`src/rtl/change_dispense_ctrl.sv`:
```
// Vending credit/vend/change sequencer: collects coins, vends at PRICE or refunds on cancel,
// shows the pending change for DISP_CYCLES cycles, then pays it out one unit per hopper ack.
module change_dispense_ctrl #(
  parameter int PRICE       = 3,
  parameter int DISP_CYCLES = 4
) (
  input  logic       clk,
  input  logic       reset_n,
  input  logic       coin_valid,
  input  logic [1:0] coin_type,
  input  logic       cancel,
  output logic [3:0] credit,
  output logic       vend,
  output logic [3:0] chg_code,
  output logic       chg_req,
  input  logic       chg_ack,
  output logic       coin_reject,
  output logic       busy
);

  localparam logic [2:0] S_IDLE    = 3'd0;
  localparam logic [2:0] S_COLLECT = 3'd1;
  localparam logic [2:0] S_VEND    = 3'd2;
  localparam logic [2:0] S_SHOW    = 3'd3;
  localparam logic [2:0] S_PAY     = 3'd4;

  localparam int         CW        = (DISP_CYCLES > 1) ? $clog2(DISP_CYCLES) : 1;
  localparam logic [CW-1:0] SHOW_LAST = CW'(DISP_CYCLES - 1);
  localparam logic [3:0] PRICE_V   = 4'(PRICE);

  logic [2:0]    state;
  logic [3:0]    chg_reg;
  logic [CW-1:0] show_cnt;

  logic       coin_ok;
  logic       accepting;
  logic       take_cancel;
  logic [3:0] coin_val;
  logic [4:0] sum_wide;
  logic [3:0] sum;

  // Handshake: chg_req stays high for the whole PAY state; every clock edge that
  // sees chg_ack high while chg_req is high consumes exactly one unit of change.
  always_comb begin
    coin_ok  = coin_valid && (coin_type != 2'b00);
    coin_val = 4'd0;
    if (coin_ok) begin
      case (coin_type)
        2'b01:   coin_val = 4'd1;
        2'b10:   coin_val = 4'd2;
        default: coin_val = 4'd10;
      endcase
    end
    sum_wide    = {1'b0, credit} + {1'b0, coin_val};
    sum         = (sum_wide > 5'd15) ? 4'd15 : sum_wide[3:0];
    accepting   = (state == S_IDLE) || (state == S_COLLECT);
    // sum doubles as the refund; zero only in IDLE with no usable coin
    take_cancel = accepting && cancel && (sum != 4'd0);
  end

  assign vend     = (state == S_VEND);
  assign busy     = (state == S_VEND) || (state == S_SHOW) || (state == S_PAY);
  assign chg_req  = (state == S_PAY);
  assign chg_code = ((state == S_SHOW) || (state == S_PAY)) ? chg_reg : 4'd0;

  always_ff @(posedge clk or negedge reset_n) begin
    if (!reset_n) begin
      state       <= S_IDLE;
      credit      <= 4'd0;
      chg_reg     <= 4'd0;
      show_cnt    <= '0;
      coin_reject <= 1'b0;
    end else begin
      coin_reject <= coin_ok && busy;
      case (state)
        S_IDLE, S_COLLECT: begin
          if (take_cancel) begin
            credit   <= 4'd0;
            chg_reg  <= sum;
            show_cnt <= '0;
            state    <= S_SHOW;
          end else if (coin_ok) begin
            if (sum < PRICE_V) begin
              credit <= sum;
              state  <= S_COLLECT;
            end else begin
              credit  <= 4'd0;
              chg_reg <= sum - PRICE_V;
              state   <= S_VEND;
            end
          end
        end
        S_VEND: begin
          show_cnt <= '0;
          state    <= (chg_reg != 4'd0) ? S_SHOW : S_IDLE;
        end
        S_SHOW: begin
          if (show_cnt == SHOW_LAST) state <= S_PAY;
          else show_cnt <= show_cnt + 1'b1;
        end
        S_PAY: begin
          if (chg_ack) begin
            chg_reg <= chg_reg - 4'd1;
            if (chg_reg == 4'd1) state <= S_IDLE;
          end
        end
        default: state <= S_IDLE;
      endcase
    end
  end

endmodule

```
`config.mk`:
```
export PLATFORM = sky130hd
export DESIGN_NAME = change_dispense_ctrl
export DESIGN_NICKNAME = d
export VERILOG_FILES = /design/src/rtl/change_dispense_ctrl.sv
export SDC_FILE = /design/constraint.sdc
export NUM_CORES = 1
export LEC_CHECK = 0
export ABC_AREA = 1
export ABC_CLOCK_PERIOD_IN_PS = 4100
export CAP_MARGIN = 10
export CORE_ASPECT_RATIO = 1.2
export CORE_UTILIZATION = 57
export CTS_CLUSTER_SIZE = 10
export DETAILED_ROUTE_END_ITERATION = 8
export PLACE_DENSITY = 0.84
export SLEW_MARGIN = 20
export SYNTH_ARGS = -nofsm -noshare
export SYNTH_HDL_FRONTEND = slang
export SYNTH_SLANG_ARGS = --single-unit
```
`constraint.sdc`:
```
create_clock -name clk -period 4.1 [get_ports clk]
set_input_delay 0.82 -clock clk [delete_from_list [all_inputs] [get_ports clk]]
set_output_delay 0.82 -clock clk [all_outputs]
set_load 0.01 [all_outputs]
```
==> results by group <==
Global route
  • Total grt overflow: 0
  • Antenna violations before repair: 0
  • Vias in the first global route: about 1.1k
  • First-pass GRT wire length: ~4500 microns
  • Largest net degree at the start of global routing: 15
  • GRT Overall Usage: 26.1%

Worst setup path
  • R2R cell count: 12
  • Crit path largest cell delay: 0.52 ns
  • CP Launch Point: coin_type[0]
  • Critical Path, Cell by Cell: clkdlybuf4s50_1 -> inv_1 -> ha_1 -> inv_1 -> nand2_1 -> nor2_1 -> ha_1 -> fa_1 -> inv_1 -> nand3_1 -> nand2_1 -> nand2_1 -> nor2_2 -> nand2_4 -> nand2_2 -> nand2_4 -> nand3_1 -> nand2_1
  • Cell family with most CP delay: simple AND/OR/NAND/NOR gates
  • Crit path capture: chg_reg[1]$_DFFE_PN0P_
  • Critical path depth in cells: 18
  • Kind of critical path: input port to flop
  • Critical path endpoint category: flop
  • Crit path top cell by count: nand2_1
  • Slowest CP cell: clkdlybuf4s50_1
  • Crit Reg-Reg Endpoint: chg_reg[1]$_DFFE_PN0P_
  • WP data arrival: around 3.6 ns
  • Critical Path RT: between 4 and 5 ns
  • R2R setup slack: roughly 1.8 ns
  • Worst-path fanout max: 6
  • FF-to-FF Start: credit[0]$_DFFE_PN0P_
  • Critical path launch point type: input port
  • CP bufs+invs: 4

Timing
  • Unrepaired setup endpoints after global routing: no
  • Hold Fails Final Rpt: 0
  • Final hold slack: approximately 0.50 ns
  • Setup TNS: 0 ns
  • Setup violations, final: 0
  • Clock Skew: approximately 0.0039 ns
  • Worst-Margin Slew: roughly 0.65 ns
  • Final worst path period share: roughly 84%
  • Tmin final: about 3.5 ns
  • Slew Limit Headroom: a little under three fifths
  • Highest Clock Rate: around 290 MHz
  • Slew Viols, Final: 0

Power and ir drop
  • Combinational share of power: between 60 and 70%
  • Peak VDD IR: around 0.45 mV
  • Leak: 0.000784 uW
  • Flop pwr share: 25.3%
  • Switching portion of total power: 48.5%
  • PD cells: between 600 and 700 mW/mm^2
  • Tot Pwr: just over 900 uW
  • P_sw: around 440 uW
  • Pint: between 400 and 500 uW
  • Clk pwr share: 11.5%

Place
  • Buffers on Ports: 18
  • Placed cell area: approximately 0.0015 sq mm
  • Final HPWL DP: approximately 2100 microns
  • RePlAce Congestion: 0.816

Layout
  • Fin util: between 70 and 80%
  • Final Cell Area: between 0.001 and 0.0015 sq mm
  • ANT cells: 0
  • Area Overhead vs Synth: 20.5%
  • Final net count: 215
  • Fraction of layout cells with a size suffix above 1: between 10% and 20%

Yosys
  • Mean post-synth cell area: about 7.1 sq um
  • Ys async rst share: 100%
  • Number of register bits inferred by synthesis: 14
  • Post-synth top flop: dfrtp_1
  • EDFF count, synth: 0
  • Synthesized cell area: 0.00124 sq mm
  • Yosys top cell by area: dfrtp_1
  • Post-synthesis cell type count: 27
  • Top cell type's share of synthesized area: ~28%
  • Post-synthesis sequential area ratio: between 20% and 30%
  • Mapped Nets: about 190
  • Synth Instances: 175
  • Ys Warns: 0
  • Synth area leaders: dfrtp_1 28%, nand2_1 16%, ha_1 9.1%, inv_1 8.2%, nor2_1 4.9%

Clock tree
  • Hold buffer count at CTS: 0
  • Clock buffer depth: 2
  • Root Buffer: clkbuf_4
  • Clock sinks: 14
  • Post-CTS sizing: 0
  • Total CTS buffers: 3
  • Clk_lat worst skew: between 0.2 and 0.3 ns
  • Clock slew at reported path FFs: approximately 0.09 ns
  • # H-tree levels: 1
  • CTS tree: built
  • Post-CTS Setup Inserts: 0

Detailed routing
  • DRC: 0
  • DR WL/cell: 11.5 microns
  • Drt initial violations: 16
  • DRT antenna net count: 0
  • DRT Wirelength: approximately 2600 microns
  • Vias per inst: between 4 and 5
  • DRT Pass-1 Iters: 4
  • Via count: roughly 1.1k

Die
  • Die Ht: between 50 and 60 microns
  • CORE AREA: 0.00205 sq mm
  • I/O pin total: 19
  • Initial Utilization: 60.4%
  • Die outline width: between 40 and 50 microns
  • Die area: between 0.002 and 0.0025 sq mm
  • Core Rows: 18

Hold path
  • Worst min path class: flop to flop
  • Min-delay src: chg_reg[1]$_DFFE_PN0P_

Job
  • Max_cap viols: 0

Run status
  • Status: finished clean
==> kinds of logic after synthesis <==
logic type / synth area share (%)
simple gates: 41.9
flops: 28.3
compound gates: 8.60
fa+ha+maj: 10.7
xor+xnor: 1.42
buf+inv: 9.10
==> worst min-delay path by stage <==
stage          depth (start not counted)                endpoint
6_report                               2  chg_reg[1]$_DFFE_PN0P_
3_5_place_dp                           2  chg_reg[3]$_DFFE_PN0P_
5_1_grt                                2  chg_reg[3]$_DFFE_PN0P_
2_1_floorplan                          2  chg_reg[1]$_DFFE_PN0P_
3_3_place_gp                           2  chg_reg[1]$_DFFE_PN0P_
4_1_cts                                2  chg_reg[3]$_DFFE_PN0P_
==> area by class of cell <==
class                           count  area [sq um]
Sequential cell                    14           350
Timing Repair Buffer               18           180
Inverter                           30           113
Clock buffer                        4          36.3
Tap cell                           30          37.5
Fill cell                         173           558
Multi-Input combinational cell    131           774
==> cell usage in the layout, fill, tap and decap left out, types with 2 or more instances in the layout <==
cell type        Yosys  final
dfrtp_1             14     14
nand3_1             10     10
o31ai_1              2      2
nand2_2              5      5
nor2_2               4      4
o21ai_0              4      4
inv_1               27     27
xor2_1               2      2
ha_1                 9      9
o21ai_1              2      2
clkbuf_4             0      3
clkdlybuf4s50_1      0     18
inv_2                2      2
nand3_2              5      5
nand2_4              4      4
nand2_1             52     52
a21oi_1              6      6
nor2_1              16     16
==> synth_stat cells (4+ instances only) <==
library cell / instances
nand3_1: 10
nor2_1: 16
nand2_4: 4
nor2_2: 4
nand3_2: 5
dfrtp_1: 14
o21ai_0: 4
nand2_2: 5
ha_1: 9
nand2_1: 52
a21oi_1: 6
inv_1: 27
==> tightest hold or removal path: cells and delay by family, from the launching register on <==
| kind | cells | cell delay (ns) |
|---|---|---|
| AND/OR/NAND/NOR | 2 | 0.11 |
| flip-flops | 1 | 0.35 |
==> power by group through the flow <==
stage / combinational [uW] / clock, uW / sequential (uW)
final: 574 / 105 / 230
after global routing: 646 / 110 / 235
after CTS: 577 / 103 / 229
after detailed placement: 570 / 0 / 232
after global placement: 552 / 0 / 229
after floorplan: 415 / 0 / 227
==> per-layer routing <==
| metal | global-route usage (%) | vias to the layer above | wire length, microns |
|---|---|---|---|
| met5 | 0 | - | 0 |
| met4 | 10.6 | 0 | 29 |
| met3 | 3.75 | 6 | 100 |
| met2 | 52.0 | 26 | 1450 |
| met1 | 26.2 | 510 | 1020 |
| li1 | - | 589 | - |
==> stage by stage <==
step,instances,setup slack [ns]
6_report,227,0.649
3_3_place_gp,223,0.526
5_1_grt,227,0.438
2_1_floorplan,175,1.15
3_5_place_dp,223,0.368
4_1_cts,227,0.640
No activity file was read; power rests on OpenSTA's default activity.
==> edit 1 (same flow settings) <==
Reset style: synchronous (`reset_n`), changed in one clocked block.
--- a/src/rtl/change_dispense_ctrl.sv
+++ b/src/rtl/change_dispense_ctrl.sv
@@ -64,5 +64,5 @@
   assign chg_code = ((state == S_SHOW) || (state == S_PAY)) ? chg_reg : 4'd0;
 
-  always_ff @(posedge clk or negedge reset_n) begin
+  always_ff @(posedge clk) begin
     if (!reset_n) begin
       state       <= S_IDLE;
Function: differs if reset_n is asserted again (counterexample within 4 cycles, from zero or initial values and one cycle with reset_n low); with reset_n held inactive, the same outputs for 10 cycles.
==> edit 1 against the unedited design <==
- cell count did not move
- count of clock-buffer cells in the layout stayed put
- register-to-register slack got worse by 0.07 ns
- routed wire length rose by 0.50%
- sequential cell count unchanged
- design area decreased by 4.8%
- worst setup slack got worse by 0.18 ns
- die area shrank 2.3%
- clock skew is 0.0016 ns lower
- synthesized cell count is 7.4% higher
- synthesized area fell by 2.4%
- global-route usage is 0.63 points lower
- critical path type unchanged
- critical endpoint is now chg_reg[0]
Power is not compared: it rests on default switching activity, and its combinational part moved more than twofold at a synthesized area within 25%.
==> edit 1: results <==
[run_status]
status = "finished, final reports clean"

[clocking]
clk_latency_ns = 0.28
cts_buffers = 3
cts_setup_buffers = 0
cts_buffer_depth = 2
cts-resized-gates = 0
root_buffer = "clkbuf_4"
cts.clk_slew.worst_paths_ns = 0.09
cts_max_level = 1

[logic_synthesis]
yosys.cell_types.count = 32
synth_edf_count = 0
yosys-top-cells-area = "dfxtp_1 23%, nand2_1 15%, ha_1 9.3%, inv_1 9.0%, nor2_1 9.0%"
async_flop_share = 0
seq_area_frac_synth = 0.2321
mappedNetlistNets = 205
postSynthCellCount = 188
synthFlopType = "dfxtp_1"
yosys_warnings = 0
synthTopCellsByCount = "48 x nand2_1, 29 x inv_1, 29 x nor2_1, 14 x dfxtp_1, 10 x nand3_1"

[final_layout]
drive_above_1_share = 0.1250
antenna_cells = 0
nFillCells = 159
finalNonFillerCells = 227

[detailed_routing]
drt-initial-drc-count = 43
post_drt_wl_per_cell_um = 11.51
vias = 1189
drtPass1Iterations = 4

[critical_path]
worstPathArrival_ns = 3.81
worst-path-max-fanout = 8
worst_path_dominant_cell_family = "simple AND/OR/NAND/NOR gates"
cpPeakStageDelay_ns = 0.51
cpMaxStageDelayCell = "clkdlybuf4s50_1"

[worst_hold_path]
worstHoldPathType = "flop to flop"

[pwr]
peakVddDrop_uv = 219.9
p_leak_nw = 0.7356
switchingPower_mw = 0.1744
power_frac_comb = 0.403
p_total_mw = 0.4510
p_clk_mw = 0.100

[placed_design]
place_congestion = 0.9815
port-buffer-count = 18
post-dp-hpwl_mm = 2.129
place_ws_ns = 0.2016
placed_area_um2 = 1384
dpl.cell_count = 223

[grt]
grt_antenna_before_repair = 0
grt_pass1_wl_mm = 4.443
grt_max_degree = 13
grt_use_total = 0.2552
grt_pass1_vias = 1126

[timing]
finClkSkew_ns = 0.002219
slew_headroom = 0.6821
edit 1: cell count changes after synthesis, sizes merged, moves of 2 or more:
| cell | before | now |
|---|---|---|
| dfxtp | 0 | 14 |
| nand3 | 16 | 13 |
| xor2 | 2 | 0 |
| o21ai | 6 | 9 |
| o211ai | 0 | 2 |
| inv | 29 | 34 |
| dfrtp | 14 | 0 |
| a21oi | 7 | 4 |
| nor3 | 0 | 2 |
| nand2 | 62 | 53 |
| nor2 | 21 | 33 |
edit 1: cells by family after synthesis:
family | after synthesis | share of synthesized area
DFF | 14 | 0.2321
and+or+nand+nor | 106 | 0.4093
AOI/OAI and AO/OA | 20 | 0.1140
adders and majority gates | 10 | 0.1098
buffers and inverters | 38 | 0.1347
edit 1: path summary, 6_finish.rpt:
check	from	end	slack [ns]	depth (start not counted)
setup / recovery	coin_type[0]	chg_reg[0]	0.47	19
hold / removal	credit[3]	credit[3]	0.47	2
setup reg to reg	credit[0]	chg_reg[0]	1.74	14
hold reg to reg	credit[3]	credit[3]	0.47	2
edit 1: routing by layer:
| layer | share of wire | GRT usage | routed length (um) | up-vias |
|---|---|---|---|---|
| met5 | 0 | 0 | 0 | - |
| met4 | 0.0065 | 0.1212 | 17 | 0 |
| met3 | 0.037 | 0.04138 | 97 | 2 |
| met2 | 0.48 | 0.4118 | 1256 | 27 |
| met1 | 0.47 | 0.3256 | 1241 | 533 |
| li1 | - | - | - | 627 |
edit 1: layout make-up:
| type | count | area (um^2) | area share |
|---|---|---|---|
| sequential | 14 | 280.3 | 0.1974 |
| inverter | 36 | 135.1 | 0.09515 |
| multi-input combinational | 136 | 764.5 | 0.5383 |
| timing repair buffer | 18 | 180.2 | 0.1269 |
| tap | 19 | 23.77 | 0.01674 |
| clock buffer | 4 | 36.28 | 0.02555 |
==> edit 2 (config.mk and constraints unchanged) <==
Without the edit above. The parameter `DISP_CYCLES` goes from 4 to 2.
--- a/src/rtl/change_dispense_ctrl.sv
+++ b/src/rtl/change_dispense_ctrl.sv
@@ -3,5 +3,5 @@
 module change_dispense_ctrl #(
   parameter int PRICE       = 3,
-  parameter int DISP_CYCLES = 4
+  parameter int DISP_CYCLES = 2
 ) (
   input  logic       clk,
Behaviour: not the same (Yosys sat finds a counterexample within 4 cycles, from zero or initial values and one cycle with reset_n low).
==> edit 2 against the unedited design <==
- sequential cell count down 1
- via count down 5.6%
- synthesized cell count down 4.0%
- worst setup slack worse by 0.19 ns
- power down 3.6%
- sequential power down 3%
- largest cell class unchanged
- worst hold slack better by 0.026 ns
- synthesized area down 6.8%
- routed wire length down 10%
- global-route usage down 1.6 points
- critical endpoint unchanged
- design area down 7.7%
- sequential share of layout area up 0.15 points
- first-iteration DRC count up 88%
==> edit 2: results <==
[final_layout]
num-multi-input-gates = 120
sh_seq_area = 0.2364
bufAreaShareNonClock = 0.1364
drive_above_1_share = 0.1058
signal_buffers = 19
nFillCells = 151
n_clock_buffer = 3
multi_input_area_share = 0.5000
nNonClkInverters = 33
final-clk-cell-share = 0.02000
finalNonFillerCells = 208

[grt]
grt_max_degree = 14
grt_pass1_wl_mm = 4.229
grt_use_met2 = 0.4924
grt_use_total = 0.2454
use_met3 = 0.02120
use_met1 = 0.2673

[placed_design]
placed_area_um2 = 1349
place_congestion = 0.8224
post-dp-hpwl_mm = 1.909
dpl.cell_count = 204
place_ws_ns = 0.1934

[logic_synthesis]
mappedNetlistNets = 187
yosys-top-cells-area = "dfrtp_1 28%, nand2_1 15%, ha_1 12%, inv_1 10%, nor2_1 7.2%"
seq_area_frac_synth = 0.2820
postSynthCellCount = 168
synthTopCellsByCount = "46 x nand2_1, 32 x inv_1, 22 x nor2_1, 13 x dfrtp_1, 13 x nand3_1"

[clocking]
cts.sinks = 13
cts_max_level = 1
cts_setup_buffers = 0
clk_latency_ns = 0.28

[pwr]
sw_frac_of_total = 0.4922
peakVddDrop_uv = 397.8
seqPwrFrac = 0.255
power_frac_comb = 0.652
p_leak_nw = 0.7613
power_density_nw_per_um2 = 636.8

[critical_path]
worst-path-max-fanout = 4
regToRegSetupSlack_ns = 1.44
worstPathArrival_ns = 3.86
cpPeakStageDelay_ns = 0.54

[timing]
finClkSkew_ns = 0.008159
fin_setup_tns_ns = 0
worst_slack_ns = 0.4574
worstMarginPinSlew_ns = 0.5863
holdWs_ns = 0.5221

[detailed_routing]
wl_mm = 2.328
drtPass1Iterations = 8
vias = 1068

[run_status]
status = "finished, final reports clean"
==> edit 2: cell count changes in the layout (fill, tap and decap cells not counted), moves of 2 or more <==
cell,delta
nand2_1,-6
nor2_1,+6
inv_1,+5
nand3_2,-4
a21oi_1,-3
nand2_4,-3
nand3_1,+3
nor2_2,-3
ha_1,+2
o21ai_0,-2
o31ai_1,-2
==> edit 2: worst register-to-register path: stages, from the launching register on <==
cell,delay [ns]
dfrtp_1,0.41
ha_1,0.25
fa_1,0.41
nand3_1,0.12
nand2_2,0.09
nor2_1,0.22
inv_1,0.08
ha_1,0.20
inv_1,0.06
nand2_1,0.07
nor2_2,0.16
nand2_1,0.07
nand2_1,0.12
nand2_1,0.12
nand2_4,0.11
nand2_1,0.05
nand2_1,0.07
==> edit 2: stage by stage <==
step / power, mW / utilization
detailed placement: 0.7978 / 0.7206
floorplan: 0.6421 / -
global placement: 0.7794 / 0.7206
finish: 0.8764 / 0.7353
CTS: 0.8803 / 0.7353
global route: 0.9752 / 0.7353
==> edit 2: final timing paths <==
path | startpoint | cells after the start | endpoint
max | coin_type[0] | 20 | chg_reg[1]
min | show_cnt | 2 | show_cnt
max reg2reg | credit[0] | 16 | chg_reg[1]
min reg2reg | show_cnt | 2 | show_cnt
max in group asynchronous | reset_n | 1 | chg_reg[3]
min in group asynchronous | reset_n | 1 | show_cnt
==> edit 2: logic make-up after synthesis <==
kind of cell	after synthesis	share of synthesized area
AOI/OAI and AO/OA	11	0.06182
xor gates and xnor gates	2	0.01519
adders and majority gates	12	0.1367
buffers and inverters	35	0.1215
DFF	13	0.2820
and+or+nand+nor	95	0.3829
==> edit 2: routing by layer <==
layer	share of wire	vias to the layer above
met4	0.014	0
li1	-	551
met3	0.033	6
met5	0	-
met1	0.44	488
met2	0.52	23
